`src/rtl/i2s_transmitter_dispatcher_if.sv`:
```
// Sample-word stream into the I2S dispatcher.
//   s_tdata : word (sample, channel ID, L/R side)
//   s_valid : word present
//   s_ready : word accepted when s_valid & s_ready
interface i2s_transmitter_dispatcher_if #(
    parameter int unsigned DATA_W = 32
);
    logic [DATA_W-1:0] s_tdata;
    logic              s_valid;
    logic              s_ready;

    modport master (output s_tdata, output s_valid, input s_ready);
    modport slave  (input s_tdata, input s_valid, output s_ready);
endinterface

```
`src/rtl/i2s_transmitter_dispatcher.sv`:
```
// Routes tagged sample words to per-channel L/R pending slots and serialises
// them as I2S master streams driven by one shared bclk/lrclk generator.
// Ports:
//   clk, rst          : clock, synchronous active-high reset
//   s_axis            : word stream (slave side), s_ready is combinational
//   bclk, lrclk       : per-channel bit/word clocks (all bits identical)
//   sdata             : per-channel serial data
//   local_error_empty : per-channel underrun pulse at frame start
//   error_empty       : OR of local_error_empty
//   error_id          : one-cycle pulse when a word with an unknown ID is dropped
module i2s_transmitter_dispatcher #(
    parameter int unsigned C_S_AXIS_TDATA_WIDTH = 32,
    parameter int unsigned ID_WIDTH             = 5,
    parameter int unsigned I2S_TRANSMITTER_NUM  = 4,
    parameter int unsigned I2S_DATA_BIT_WIDTH   = 24,
    parameter int unsigned BCLK_DIV             = 4
) (
    input  logic                           clk,
    input  logic                           rst,
    i2s_transmitter_dispatcher_if.slave    s_axis,
    output logic [I2S_TRANSMITTER_NUM-1:0] bclk,
    output logic [I2S_TRANSMITTER_NUM-1:0] lrclk,
    output logic [I2S_TRANSMITTER_NUM-1:0] sdata,
    output logic [I2S_TRANSMITTER_NUM-1:0] local_error_empty,
    output logic                           error_empty,
    output logic                           error_id
);
    localparam int unsigned NUM   = I2S_TRANSMITTER_NUM;
    localparam int unsigned W     = I2S_DATA_BIT_WIDTH;
    localparam int unsigned DIV_W = (BCLK_DIV > 1) ? $clog2(BCLK_DIV) : 1;
    localparam int unsigned IDX_W = ID_WIDTH + 1;
    localparam logic [DIV_W-1:0] DIV_LAST = DIV_W'(BCLK_DIV - 1);
    localparam logic [IDX_W-1:0] NUM_IDX  = IDX_W'(NUM);

    // Word fields
    logic [C_S_AXIS_TDATA_WIDTH-1:0] word;
    logic [ID_WIDTH-1:0]             word_id;
    logic                            word_side;
    logic [W-1:0]                    word_smp;
    logic                            unused_word;

    assign word        = s_axis.s_tdata;
    assign word_id     = word[24 +: ID_WIDTH];
    assign word_side   = word[31];
    assign word_smp    = word[W-1:0];
    assign unused_word = ^word;

    // Timing generator and per-channel state
    logic [DIV_W-1:0] div_cnt;
    logic             bclk_r;
    logic             lrclk_r;
    logic [5:0]       bit_cnt;
    logic [W-1:0]     pend_l [NUM];
    logic [W-1:0]     pend_r [NUM];
    logic [W-1:0]     act_l  [NUM];
    logic [W-1:0]     act_r  [NUM];
    logic [NUM-1:0]   full_l, full_r, armed;
    logic [NUM-1:0]   sdata_r, lee_r;
    logic             err_empty_r, err_id_r;

    // Combinational decode
    logic             ready_c, fall_c, frame_c, in_data_c, bad_id_c, id_ok_c;
    logic [5:0]       bit_nxt_c;
    logic [4:0]       pos_c, shamt_c;
    logic [W-1:0]     shift_c;
    logic [NUM-1:0]   sel_c, load_c, under_c, wr_l_c, wr_r_c, sd_c;

    always_comb begin
        ready_c   = 1'b1;
        sel_c     = '0;
        load_c    = '0;
        under_c   = '0;
        wr_l_c    = '0;
        wr_r_c    = '0;
        sd_c      = '0;
        shift_c   = '0;
        id_ok_c   = {1'b0, word_id} < NUM_IDX;
        fall_c    = bclk_r && (div_cnt == DIV_LAST);
        bit_nxt_c = bit_cnt + 6'd1;
        frame_c   = fall_c && (bit_nxt_c == 6'd0);
        pos_c     = bit_nxt_c[4:0];
        in_data_c = (pos_c != 5'd0) && (pos_c <= 5'(W));
        shamt_c   = 5'(W) - pos_c;
        bad_id_c  = s_axis.s_valid && !id_ok_c;

        // Unknown IDs never match a channel, so they are always accepted
        for (int i = 0; i < NUM; i++) begin
            if (word_id == ID_WIDTH'(i)) begin
                sel_c[i] = 1'b1;
                ready_c  = word_side ? !full_r[i] : !full_l[i];
            end
        end

        for (int i = 0; i < NUM; i++) begin
            load_c[i]  = frame_c && full_l[i] && full_r[i];
            under_c[i] = frame_c && !(full_l[i] && full_r[i]) && armed[i];
            wr_l_c[i]  = s_axis.s_valid && ready_c && sel_c[i] && !word_side;
            wr_r_c[i]  = s_axis.s_valid && ready_c && sel_c[i] &&  word_side;
            shift_c    = (bit_nxt_c[5] ? act_r[i] : act_l[i]) >> shamt_c;
            sd_c[i]    = in_data_c && shift_c[0];
        end
    end

    assign s_axis.s_ready = ready_c;

    // Load and write never target the same flag in one cycle: load needs both
    // slots full, a write needs its slot empty.
    always_ff @(posedge clk) begin
        if (rst) begin
            div_cnt     <= '0;
            bclk_r      <= 1'b0;
            lrclk_r     <= 1'b0;
            bit_cnt     <= 6'd63;
            full_l      <= '0;
            full_r      <= '0;
            armed       <= '0;
            sdata_r     <= '0;
            lee_r       <= '0;
            err_empty_r <= 1'b0;
            err_id_r    <= 1'b0;
            for (int i = 0; i < NUM; i++) begin
                pend_l[i] <= '0;
                pend_r[i] <= '0;
                act_l[i]  <= '0;
                act_r[i]  <= '0;
            end
        end else begin
            if (div_cnt == DIV_LAST) begin
                div_cnt <= '0;
                bclk_r  <= ~bclk_r;
            end else begin
                div_cnt <= div_cnt + DIV_W'(1);
            end

            if (fall_c) begin
                bit_cnt <= bit_nxt_c;
                lrclk_r <= bit_nxt_c[5];
                sdata_r <= sd_c;
            end

            for (int i = 0; i < NUM; i++) begin
                if (load_c[i]) begin
                    act_l[i]  <= pend_l[i];
                    act_r[i]  <= pend_r[i];
                    full_l[i] <= 1'b0;
                    full_r[i] <= 1'b0;
                end else if (frame_c) begin
                    act_l[i] <= '0;
                    act_r[i] <= '0;
                end
                if (wr_l_c[i]) begin
                    pend_l[i] <= word_smp;
                    full_l[i] <= 1'b1;
                    armed[i]  <= 1'b1;
                end
                if (wr_r_c[i]) begin
                    pend_r[i] <= word_smp;
                    full_r[i] <= 1'b1;
                    armed[i]  <= 1'b1;
                end
            end

            lee_r       <= under_c;
            err_empty_r <= |under_c;
            err_id_r    <= bad_id_c;
        end
    end

    assign bclk              = {NUM{bclk_r}};
    assign lrclk             = {NUM{lrclk_r}};
    assign sdata             = sdata_r;
    assign local_error_empty = lee_r;
    assign error_empty       = err_empty_r;
    assign error_id          = err_id_r;
endmodule
```
`src/flat_wrapper.sv`:
```
// flat-port wrapper written by rule: the top's interface ports become plain ports
module i2s_transmitter_dispatcher_flat 
#(
    parameter int unsigned C_S_AXIS_TDATA_WIDTH = 32,
    parameter int unsigned ID_WIDTH             = 5,
    parameter int unsigned I2S_TRANSMITTER_NUM  = 4,
    parameter int unsigned I2S_DATA_BIT_WIDTH   = 24,
    parameter int unsigned BCLK_DIV             = 4
)
  (clk, rst, bclk, lrclk, sdata, local_error_empty, error_empty, error_id, s_axis_s_tdata, s_axis_s_valid, s_axis_s_ready);
  i2s_transmitter_dispatcher_if s_axis_i ();
  input  logic clk;
  input  logic rst;
  output logic [I2S_TRANSMITTER_NUM-1:0] bclk;
  output logic [I2S_TRANSMITTER_NUM-1:0] lrclk;
  output logic [I2S_TRANSMITTER_NUM-1:0] sdata;
  output logic [I2S_TRANSMITTER_NUM-1:0] local_error_empty;
  output logic error_empty;
  output logic error_id;
  input wire logic [$bits(s_axis_i.s_tdata)-1:0] s_axis_s_tdata;
  input wire logic [$bits(s_axis_i.s_valid)-1:0] s_axis_s_valid;
  output wire logic [$bits(s_axis_i.s_ready)-1:0] s_axis_s_ready;
  assign s_axis_i.s_tdata = s_axis_s_tdata;
  assign s_axis_i.s_valid = s_axis_s_valid;
  assign s_axis_s_ready = s_axis_i.s_ready;
  i2s_transmitter_dispatcher #(.C_S_AXIS_TDATA_WIDTH(C_S_AXIS_TDATA_WIDTH), .ID_WIDTH(ID_WIDTH), .I2S_TRANSMITTER_NUM(I2S_TRANSMITTER_NUM), .I2S_DATA_BIT_WIDTH(I2S_DATA_BIT_WIDTH), .BCLK_DIV(BCLK_DIV)) u_core (.clk(clk), .rst(rst), .s_axis(s_axis_i), .bclk(bclk), .lrclk(lrclk), .sdata(sdata), .local_error_empty(local_error_empty), .error_empty(error_empty), .error_id(error_id));
endmodule
```
`config.mk`:
```
export PLATFORM = sky130hd
export DESIGN_NAME = i2s_transmitter_dispatcher_flat
export DESIGN_NICKNAME = d
export VERILOG_FILES = /design/src/rtl/i2s_transmitter_dispatcher_if.sv /design/src/rtl/i2s_transmitter_dispatcher.sv /design/src/flat_wrapper.sv
export SDC_FILE = /design/constraint.sdc
export NUM_CORES = 1
export LEC_CHECK = 0
export ABC_AREA = 1
export CORE_UTILIZATION = 33
export CTS_CLUSTER_DIAMETER = 80
export DETAILED_ROUTE_END_ITERATION = 8
export PLACE_DENSITY_LB_ADDON = 0.2
export RECOVER_POWER = 25
export SLEW_MARGIN = 25
export SYNTH_ARGS = -nofsm -noshare
export SYNTH_HDL_FRONTEND = slang
export SYNTH_SLANG_ARGS = --single-unit
```
`constraint.sdc`:
```
create_clock -name clk -period 5.72 [get_ports clk]
set_clock_uncertainty 0.05 [all_clocks]
set_input_delay 1.144 -clock clk [delete_from_list [all_inputs] [get_ports clk]]
set_output_delay 1.144 -clock clk [all_outputs]
set_load 0.05 [all_outputs]
```
# Yosys cells after proc, flatten, opt, wreduce, memory -nomap -nowiden
# Memory sizes are Yosys's and may differ from the RTL's.
# Index checks and enable logic that the tools add are counted.
# W data, S select, Z words.
# op_classes
bitwise	25
n_eq_ne	4
n_addsub	3
muxes	111
magnitude_cmp	2
n_reduce_logical	72
shifts	4
# op_table
op	count
$mux W24	28
$shr A24 B5 Y1	4
$mux W1	83
$logic_and A1 B1 Y1	41
$or A1 B1 Y1	24
$reduce_bool A2 Y1	12
$logic_not A1 Y1	14
$eq A5 B2 Y1 const B	2
$add A6 B1 Y6 const B	1
$logic_not A6 Y1	1
$eq A5 B1 Y1 const B	1
$le A5 B5 Y1 const B	1
$logic_not A5 Y1	1
$lt A5 B3 Y1 const B	1
$reduce_bool A5 Y1	1
$sub A5 B5 Y5 const A	1
$reduce_or A4 Y1	1
$add A2 B1 Y2 const B	1
$eq A2 B2 Y1 const B	1
$reduce_or A2 Y1	1
$not A1 Y1	1
# word_totals
input_bits	35
regBits	32
wordCells	245
out_inout_bits	19
mem_count	4
ram_bits	384
# memory_table
name	depth	word_bits	rd	rd_clocked_by_memory_dff	wr	line	text
u_core.act_l	4	24	4	0	4	i2s_transmitter_dispatcher.sv:55	logic [W-1:0] act_l [NUM];
u_core.act_r	4	24	4	0	4	i2s_transmitter_dispatcher.sv:56	logic [W-1:0] act_r [NUM];
u_core.pend_l	4	24	4	0	4	i2s_transmitter_dispatcher.sv:53	logic [W-1:0] pend_l [NUM];
u_core.pend_r	4	24	4	0	4	i2s_transmitter_dispatcher.sv:54	logic [W-1:0] pend_r [NUM];

# Depth between registers and ports, before layout
# Gate-level depths: netlist of run 1.
# depth
ltp_word	13
mapped_depth	16
depth_no_buf	15

# Least setup slack after synthesis of run 1
# OpenSTA, ideal clock, no wires.
# synth_timing
path_type	input -> register
start	input s_axis_s_tdata[31]
end	memory u_core.pend_l[2][0] (netlist bit), enable pin
path_buffers	2
arrival_time_ns	3.985
required_time_ns	5.232
cell_stages	8
setup_ns	0.438
path_slack_ns	1.247
path_cell_list	buf_4 inv_2 a21boi_0 o22ai_1 a211oi_1 buf_4 nand3_2 o21ai_0
# synth_rtl
element	line	text
from (decl)	flat_wrapper.sv:20	input wire logic [$bits(s_axis_i.s_tdata)-1:0] s_axis_s_tdata;
to (decl)	i2s_transmitter_dispatcher.sv:53	

# Worst setup path after layout of run 1
# layout_timing
start	input s_axis_s_tdata[31]
end	output s_axis_s_ready
# layout_via
elab_chain_cells	5
word_cells_on_any_way	8
classes_between	mux (8)
# layout_lines
element	line	text
$mux W1	i2s_transmitter_dispatcher.sv:90	ready_c = word_side ? !full_r[i] : !full_l[i];
$mux W1 (3 in series)	i2s_transmitter_dispatcher.sv:88	if (word_id == ID_WIDTH'(i)) begin
$mux W1 (*)	i2s_transmitter_dispatcher.sv:88	
to (decl)	flat_wrapper.sv:22	output wire logic [$bits(s_axis_i.s_ready)-1:0] s_axis_s_ready;
# Every way passes the cells marked *; elsewhere a longest branch is shown, timed or not.

==> run_results.csv, run 1 <==
group,metric,value,unit
worst_setup_path,crit_path_end_kind,"primary output",
floorplanning,start_util,33.7,%
min_path,min_path_cells,1,
placement,pre_cts_ws,0.842,ns
placement,routabilityCongestion,0.770,
sta,maxSlewViolCount,309,
route,highest_layer,"met4",
worst_setup_path,cp_common_cell,"clkdlybuf4s50_1",
flow_run,drv_cap,6,
worst_setup_path,critPathTopFamily,"buffers and inverters",
sta,setup_viol,0,
cts,clkTransAtPathRegs,0.05,ns
synth,synth_cells,1753,
cts,ctsHoldBuffers,0,
worst_setup_path,critPathArrivalTime,3.69,ns
floorplanning,fp.dieH,237,um
synth,synth_seq_cells,416,
route,wl,43.7,mm
run_status,failed_checks,"max-capacitance violations, max-slew violations",
cts,cts_resized,0,
synth,yosysWarnings,0,
synth,ys.flop_type,"edfxtp_1",
cells_and_area,fill_cells,5348,
sta,worst_slew_pin_slew,2.64,ns
synth,syn-num-nets,1791,
cts,cts_setup_buffers,0,
cts,numCtsBuffers,45,
placement,dp_hpwl,25.7,mm
sta,grt_setup_unrepaired,"false",
synth,synth_edf_count,384,
sta,hold_viol_final,0,
cts,cts_max_path_buffers,3,
worst_setup_path,rrSetupSlack,1.96,ns
synth,yosysSeqAreaShare,66.6,%
cells_and_area,fin_nets,1822,
cts,clock-root-buffer,"clkbuf_16",
worst_setup_path,crit_path_max_incr_delay,0.88,ns
synth,async_flop_share,0,%
sta,tns,0,ns
route,met3_wirelength,1.72,mm
grt,grt_max_degree,75,
placement,port_buffers,51,
sta,fmax,0.205,GHz
synth,synth_area,18300,um^2
cts,htree_levels,2,
floorplanning,dieWidth,237,um
worst_setup_path,path_class,"in2out",
grt,grtUsageTotal,15.8,%
worst_setup_path,rr_endpoint,"u_core.act_r[2][9]",
sta,fin_crit,4.88,ns
worst_setup_path,crit_required,4.53,ns
route,ant_nets,0,
run_status,outcome,"finished, violations left",
worst_setup_path,ff2ff_path_depth,7,
route,via_per_inst,4.59,
pwr,pwr_density_cell,368,nW/um^2
route,met1_length,19.8,mm
min_path,min_path_type,"reg2reg",
worst_setup_path,cp_num_buf_inv,3,
worst_setup_path,critPathMaxFanout,10,
grt,grt_pass1_wl,67.2,mm
route,avgRoutedWirePerCell,17.4,um
pwr,p_leak,8.58,nW
floorplanning,die_area,56400,um^2
cells_and_area,drive_above_1_share,9.51,%
route,wl_met2,21.3,mm
cells_and_area,area_growth_syn_to_layout,14.0,%
worst_setup_path,cp-start-kind,"input pin",
worst_setup_path,slowest_stage,"clkdlybuf4s50_1",
grt,grt_pass1_vias,11200,
cts,cts_sinks,416,
min_path,holdPathEnd,"u_core.div_cnt[0]",
cts,insertion_delay,0.57,ns
synth,ys_types,37,
route,drtPass1Iterations,5,
sta,finalCritPeriodShare,85.4,%
floorplanning,coreArea,54200,um^2
cells_and_area,diodes,0,
grt,antenna_found_initial,0,
grt,grt_overflow_total,0,
pwr,ir_drop,0.203,mV
route,drc,0,
worst_setup_path,timing.rr.start,"u_core.bit_cnt[5]",
floorplanning,io_pins,54,
min_path,hold_path.startpoint,"u_core.div_cnt[0]",
worst_setup_path,path_cells,"clkdlybuf4s50_1 -> inv_2 -> a21boi_0 -> o22ai_1 -> a211oi_1 -> clkdlybuf4s50_1",
floorplanning,fp-row-count,85,
sta,timing.final.ws_setup,0.837,ns
route,vias,11500,
route,drt-initial-drc-count,603,
synth,synth_area_per_cell,10.4,um^2
cts,cts_tree,"built",
sta,maxSlewHeadroom,-76.3,%
[layer usage]
metal | global-route usage [%] | up-vias
li1 | - | 5752
met1 | 20.8 | 5538
met2 | 27.1 | 200
met3 | 2.16 | 52
met4 | 4.67 | 0
met5 | 0 | -
[where the power goes]
group | leakage, nW | total, mW | internal (mW) | switching (mW)
registers | 4.07 | 3.48 | 3.44 | 0.0355
clock network | 0.750 | 3.04 | 1.85 | 1.20
logic | 3.76 | 1.16 | 0.297 | 0.864
total | 8.58 | 7.68 | 5.59 | 2.10
[area by class of cell]
type                       instances  area [um^2]  area share, %
inverter                         267         1000           4.81
clock inverter                    32          352           1.69
multi-input combinational        970         4510           21.6
tap                              696          871           4.18
sequential                       416        12200           58.4
clock buffer                      50         1190           5.69
timing repair buffer              84          763           3.66
[stage by stage]
stage	hold WS [ns]	utilization (%)	total power, mW	cell area, um^2	std cells
final	0.390	38.4	7.68	20900	2515
after global routing	0.414	38.4	7.98	20900	2515
after CTS	0.389	38.5	7.76	20900	2515
after detailed placement	0.382	35.7	4.72	19300	2433
after global placement	0.363	35.7	4.71	19300	2433
after floorplan	0.354	-	4.28	18300	1753
[cell usage after synthesis, types with 2 or more instances]
| library cell | instances | share of area [%] |
|---|---|---|
| buf_8 | 2 | 0.16 |
| nor2_4 | 20 | 1.2 |
| clkbuf_1 | 41 | 0.84 |
| edfxtp_1 | 384 | 63 |
| ha_1 | 3 | 0.21 |
| nand3_1 | 100 | 2.7 |
| inv_1 | 265 | 5.4 |
| nand3_2 | 4 | 0.22 |
| nor2_1 | 250 | 5.1 |
| inv_2 | 2 | 0.041 |
| nor2_2 | 27 | 0.92 |
| a21oi_1 | 39 | 1.1 |
| o21bai_4 | 2 | 0.21 |
| nand2_1 | 337 | 6.9 |
| nand3b_1 | 4 | 0.16 |
| buf_2 | 18 | 0.49 |
| buf_4 | 16 | 0.66 |
| nor3_1 | 146 | 4.0 |
| nand4_2 | 6 | 0.41 |
| buf_1 | 2 | 0.041 |
| a211oi_1 | 5 | 0.21 |
| o21a_1 | 2 | 0.082 |
| nand2_2 | 7 | 0.24 |
| buf_6 | 21 | 1.3 |
| o22ai_1 | 4 | 0.14 |
| o21ai_0 | 4 | 0.11 |
| dfxtp_1 | 32 | 3.5 |
[worst reg2reg max path, delay by kind of cell (launching register included)]
kind                   cells  cell delay, ns
buffers and inverters      3            0.74
AND/OR/NAND/NOR            4            2.22
flip-flops                 1            0.31
[worst max-delay path by stage]
stage                        from             endpoint  slack (ns)  cells after the start
2_1_floorplan  s_axis_s_tdata[31]  u_core.pend_l[2][0]        1.25                      8
3_3_place_gp   s_axis_s_tdata[31]       s_axis_s_ready        0.84                      6
3_5_place_dp   s_axis_s_tdata[31]       s_axis_s_ready        0.84                      6
4_1_cts        s_axis_s_tdata[31]       s_axis_s_ready        0.82                      6
5_1_grt                       rst  u_core.act_l[1][10]        0.62                      5
6_report       s_axis_s_tdata[31]       s_axis_s_ready        0.84                      6
[registers in the layout, indices dropped and copies added (netlist names)]
name,flops
u_core.bclk_r,1
u_core.div_cnt,2
u_core.error_empty,1
u_core.full_l,4
u_core.armed,4
u_core.bit_cnt,6
u_core.act_r,96
u_core.pend_l,96
u_core.act_l,96
u_core.lrclk_r,1
u_core.local_error_empty,4
u_core.pend_r,96
u_core.error_id,1
u_core.full_r,4
u_core.sdata,4
[placed cells by master (no fill, tap or decap), types with 5 or more instances in the layout]
cell | netlist | final
nor2_1 | 250 | 247
nand2_2 | 7 | 10
buf_4 | 16 | 27
nand3_1 | 100 | 100
nand4_2 | 6 | 6
inv_1 | 265 | 265
clkinv_2 | 0 | 7
nand2_1 | 337 | 334
a211oi_1 | 5 | 5
bufinv_16 | 0 | 8
clkdlybuf4s50_1 | 0 | 40
nor3_1 | 146 | 146
a21oi_1 | 39 | 39
nor2_2 | 27 | 28
clkbuf_1 | 41 | 7
edfxtp_1 | 384 | 384
nor2_4 | 20 | 22
dlygate4sd3_1 | 0 | 10
clkbuf_16 | 0 | 47
clkinv_1 | 0 | 14
dfxtp_1 | 32 | 31
[cells by family after synthesis]
group	synth area share [%]
simple gates	22.2
flops	66.6
buf+inv	8.97
compound gates	1.98
fa+ha+maj	0.205
xor+xnor	0.0479
mux	0.0547
(Power assumes the default switching activity.)
==> inputs of run 2 (changes only) <==
--- a/constraint.sdc
+++ b/constraint.sdc
@@ -3,3 +3,3 @@
 set_input_delay 1.144 -clock clk [delete_from_list [all_inputs] [get_ports clk]]
 set_output_delay 1.144 -clock clk [all_outputs]
-set_load 0.05 [all_outputs]
+set_load 0.005 [all_outputs]
==> run_results.csv, run 2 (same netlist as run 1, synthesis figures left out) <==
group,metric,value,unit
run_status,outcome,"finished, violations left",
run_status,failed_checks,"max-capacitance violations, max-slew violations",
cts,htree_levels,2,
cells_and_area,drive_above_1_share,9.08,%
grt,antenna_found_initial,0,
cells_and_area,area_growth_syn_to_layout,12.8,%
pwr,power,7.26,mW
grt,grt_pass1_vias,11500,
sta,grt_setup_unrepaired,"false",
placement,routabilityCongestion,0.773,
grt,grt_overflow_total,0,
worst_setup_path,crit_path_end_kind,"primary output",
floorplanning,die_area,56400,um^2
worst_setup_path,path_cells,"dlygate4sd3_1 -> inv_1 -> a21boi_0 -> o22ai_1 -> a211oi_1 -> clkdlybuf4s50_1",
grt,grt_max_degree,92,
floorplanning,start_util,33.7,%
sta,hold_slack,0.383,ns
cells_and_area,final_common_cell,"edfxtp_1",
pwr,p_int,5.24,mW
grt,globalRouteMet3Util,2.53,%
sta,maxSlewViolCount,184,
route,vias,11600,
sta,finalCritPeriodShare,84.2,%
floorplanning,dieWidth,237,um
flow_run,drv_cap,3,
cells_and_area,fill_cells,5427,
route,wl,44.0,mm
cells_and_area,final_cell_mix,"edfxtp_1 (384), nand2_1 (331), inv_1 (267)",
floorplanning,fp-row-count,85,
sta,setup_viol,0,
cts,clock-root-buffer,"clkbuf_16",
floorplanning,io_pins,54,
cts,ctsHoldBuffers,0,
placement,port_buffers,51,
pwr,swShare,27.8,%
pwr,power_frac_seq,48.0,%
sta,worst_slew_pin_slew,3.24,ns
pwr,pwr_density_cell,352,nW/um^2
cells_and_area,register_area,12200,um^2
cts,cts_sinks,416,
route,avgRoutedWirePerCell,17.5,um
cells_and_area,final_cells,2514,
pwr,ir_drop,0.243,mV
grt,gr-max-usage-layer,"met2",
worst_setup_path,critPathMaxFanout,10,
min_path,min_path_type,"reg2reg",
grt,grt_pass1_wl,68.0,mm
grt,use_met1,20.9,%
cts,cts_tree,"built",
cts,clkTransAtPathRegs,0.06,ns
cts,cts_setup_buffers,0,
sta,fmax,0.208,GHz
worst_setup_path,cp-start-kind,"input pin",
floorplanning,fp.dieH,237,um
pwr,power_frac_comb,15.5,%
worst_setup_path,cp_num_buf_inv,3,
sta,tns,0,ns
cts,insertion_delay,0.57,ns
sta,fin_crit,4.82,ns
sta,maxSlewHeadroom,-116,%
worst_setup_path,path_class,"in2out",
pwr,p_leak,8.52,nW
worst_setup_path,critPathArrivalTime,3.62,ns
route,via_per_inst,4.61,
cts,cts_max_path_buffers,3,
cells_and_area,diodes,0,
worst_setup_path,crit_required,4.53,ns
route,ant_nets,0,
grt,met2_usage,27.6,%
route,drt-initial-drc-count,677,
placement,place_inst,2438,
route,drc,0,
cells_and_area,multi_input_area,4480,um^2
worst_setup_path,slowest_stage,"dlygate4sd3_1",
route,drtPass1Iterations,7,
worst_setup_path,crit_path_max_incr_delay,0.86,ns
floorplanning,coreArea,54200,um^2
worst_setup_path,critPathTopFamily,"buffers and inverters",
placement,dp_hpwl,26.1,mm
sta,hold_viol_final,0,
cells_and_area,fin_nets,1826,
cts,cts_resized,0,
cts,numCtsBuffers,44,
pwr,switchingPower,2.02,mW
grt,grtUsageTotal,16.0,%
pwr,clock_power_share,36.5,%
[run 2: power by group through the flow]
stage | logic (mW) | clock network [mW] | registers, mW
after detailed placement | 1.15 | 0 | 3.55
final | 1.13 | 2.65 | 3.49
after global placement | 1.15 | 0 | 3.55
after CTS | 1.16 | 2.72 | 3.49
after floorplan | 0.738 | 0 | 3.53
after global routing | 1.25 | 2.82 | 3.50
[run 2: layout make-up]
cell class / count / share of cell area (%)
multi-input cells: 970 / 21.7
inverters: 267 / 4.86
flip-flops and latches: 416 / 59.0
well taps: 696 / 4.22
clock buffers: 61 / 6.04
repair buffers: 89 / 3.85
clock inverters: 15 / 0.303
[run 2: metal layers]
layer	vias to the layer above	routed length, um
met5	-	0
met4	0	880
met3	59	2040
met2	228	21300
met1	5535	19800
li1	5760	-
[run 2: path summary, 6_finish.rpt]
check / from / endpoint / slack, ns / depth (start not counted)
max: s_axis_s_tdata[31] / s_axis_s_ready / 0.90 / 6
min: u_core.div_cnt[0] / u_core.div_cnt[0] / 0.38 / 1
max reg2reg: u_core.bit_cnt[0] / u_core.act_l[1][10] / 1.06 / 10
min reg2reg: u_core.div_cnt[0] / u_core.div_cnt[0] / 0.38 / 1
[run 2: metrics by stage]
stage	cell area, um^2	utilization, %	worst slack, ns
after floorplan	18300	-	1.36
after global placement	19400	35.7	1.13
after detailed placement	19400	35.7	1.12
after CTS	20700	38.1	1.09
after global routing	20600	38.0	0.583
final	20600	38.0	0.903
==> inputs of run 3 (changes only) <==
Clock period 5.72 ns to 4 ns, I/O delays scaled along.
==> run_results.csv, run 3 (same netlist as run 1, synthesis figures left out) <==
group,metric,value,unit
pwr,p_leak,8.66,nW
sta,fin_crit,3.65,ns
cts,clkTransAtPathRegs,0.06,ns
sta,grt_setup_unrepaired,"false",
worst_setup_path,critPathArrivalTime,2.80,ns
grt,grt_overflow_total,0,
sta,maxSlewHeadroom,-12.0,%
sta,hold_viol_final,0,
cts,ctsHoldBuffers,0,
cells_and_area,fill_cells,5304,
route,avgRoutedWirePerCell,17.5,um
pwr,power_frac_comb,15.5,%
cts,clock-root-buffer,"clkbuf_16",
route,wl,44.2,mm
worst_setup_path,critPathTopFamily,"buffers and inverters",
cts,cts_resized,0,
cells_and_area,final_cell_mix,"edfxtp_1 (384), nand2_1 (333), inv_1 (266)",
pwr,ir_drop,0.295,mV
pwr,power_frac_seq,45.9,%
cells_and_area,final_common_cell,"edfxtp_1",
cells_and_area,fin_util,38.6,%
sta,fmax,0.274,GHz
cts,htree_levels,2,
route,ant_nets,0,
cells_and_area,register_area,12200,um^2
worst_setup_path,cp-start-kind,"input pin",
pwr,clock_power_share,38.7,%
route,via_per_inst,4.60,
floorplanning,fp.dieH,237,um
worst_setup_path,critPathMaxFanout,9,
worst_setup_path,crit_required,3.15,ns
floorplanning,dieWidth,237,um
sta,maxSlewViolCount,73,
cells_and_area,diodes,0,
cells_and_area,final_cells,2530,
floorplanning,die_area,56400,um^2
cts,cts_tree,"built",
sta,setup_viol,0,
route,drc,0,
route,vias,11600,
grt,antenna_found_initial,0,
sta,worst_slew_pin_slew,1.68,ns
sta,timing.final.ws_setup,0.353,ns
placement,dp_hpwl,26.0,mm
flow_run,drv_cap,1,
route,drtPass1Iterations,5,
pwr,pwr_density_cell,518,nW/um^2
min_path,min_path_type,"reg2reg",
floorplanning,start_util,33.7,%
cts,cts_setup_buffers,0,
cts,numCtsBuffers,45,
floorplanning,io_pins,54,
cells_and_area,multi_input_area,4480,um^2
route,drt-initial-drc-count,576,
pwr,switchingPower,2.98,mW
placement,port_buffers,51,
cells_and_area,drive_above_1_share,10.3,%
floorplanning,coreArea,54200,um^2
worst_setup_path,slowest_stage,"clkdlybuf4s50_1",
sta,finalCritPeriodShare,91.2,%
run_status,failed_checks,"max-capacitance violations, max-slew violations",
cts,cts_max_path_buffers,3,
grt,grtUsageTotal,16.2,%
worst_setup_path,cp_num_buf_inv,3,
worst_setup_path,crit_path_end_kind,"primary output",
worst_setup_path,path_class,"in2out",
worst_setup_path,crit_path_max_incr_delay,0.58,ns
pwr,swShare,27.5,%
placement,place_inst,2447,
placement,routabilityCongestion,0.755,
grt,grt_max_degree,82,
floorplanning,fp-row-count,85,
grt,grt_pass1_vias,11500,
run_status,outcome,"finished, violations left",
placement,pre_cts_ws,0.461,ns
cells_and_area,area_growth_syn_to_layout,14.5,%
grt,grt_pass1_wl,68.6,mm
cells_and_area,fin_nets,1836,
pwr,p_int,7.87,mW
cts,insertion_delay,0.58,ns
worst_setup_path,path_cells,"dlygate4sd3_1 -> buf_4 -> nand2_1 -> a21boi_0 -> o22ai_1 -> a211oi_1 -> clkdlybuf4s50_1",
cts,cts_sinks,416,
[run 3: cell types whose count changed in the layout (fill, tap and decap cells not counted), sizes merged]
cell and change:
clkinvlp +3, clkbuf +8, buf +1, bufinv +3
inv +1
[run 3: cell type report]
| cell class | count | share of cell area (%) |
|---|---|---|
| clock inverter | 22 | 0.884 |
| inverter | 267 | 4.79 |
| multi-input combinational | 970 | 21.4 |
| clock buffer | 61 | 6.25 |
| tap | 696 | 4.16 |
| timing repair buffer | 98 | 4.43 |
| sequential | 416 | 58.1 |
[run 3: per-layer routing]
metal | vias to the layer above | GRT usage [%] | share of wire (%) | wire, um
met1 | 5613 | 21.7 | 47 | 20600
met4 | 0 | 4.91 | 2.2 | 956
met2 | 181 | 27.4 | 48 | 21300
met5 | - | 0 | 0 | 0
li1 | 5787 | - | - | -
met3 | 60 | 1.92 | 3.2 | 1400
[run 3: power by group through the flow]
stage | clock [mW] | sequential, mW | combinational (mW)
finish | 4.19 | 4.98 | 1.68
global route | 4.45 | 4.99 | 1.85
CTS | 4.29 | 4.98 | 1.71
detailed placement | 0 | 5.07 | 1.71
global placement | 0 | 5.06 | 1.70
floorplan | 0 | 5.05 | 1.06
[run 3: path summary, 6_finish.rpt]
check                      from            endpoint  slack (ns)  cells past startpoint
max          s_axis_s_tdata[31]      s_axis_s_ready        0.35                      7
min           u_core.div_cnt[0]   u_core.div_cnt[0]        0.37                      1
max reg2reg   u_core.bit_cnt[5]  u_core.act_l[0][8]        0.64                      9
min reg2reg   u_core.div_cnt[0]   u_core.div_cnt[0]        0.37                      1
[run 3: per-stage QoR]
step                setup TNS [ns]  hold slack [ns]  power [mW]  instance area (um^2)
finish                           0            0.373        10.8                 20900
global route                     0            0.380        11.3                 20900
CTS                              0            0.374        11.0                 21000
detailed placement               0            0.366        6.78                 19500
global placement                 0            0.362        6.77                 19500
floorplan                   -0.548            0.354        6.11                 18300
[run 3: worst reg2reg max path: cells and delay by family, from the launching register on]
kind          cells  cell delay (ns)
flops             1             0.79
simple gates      6             1.40
buf+inv           3             0.96
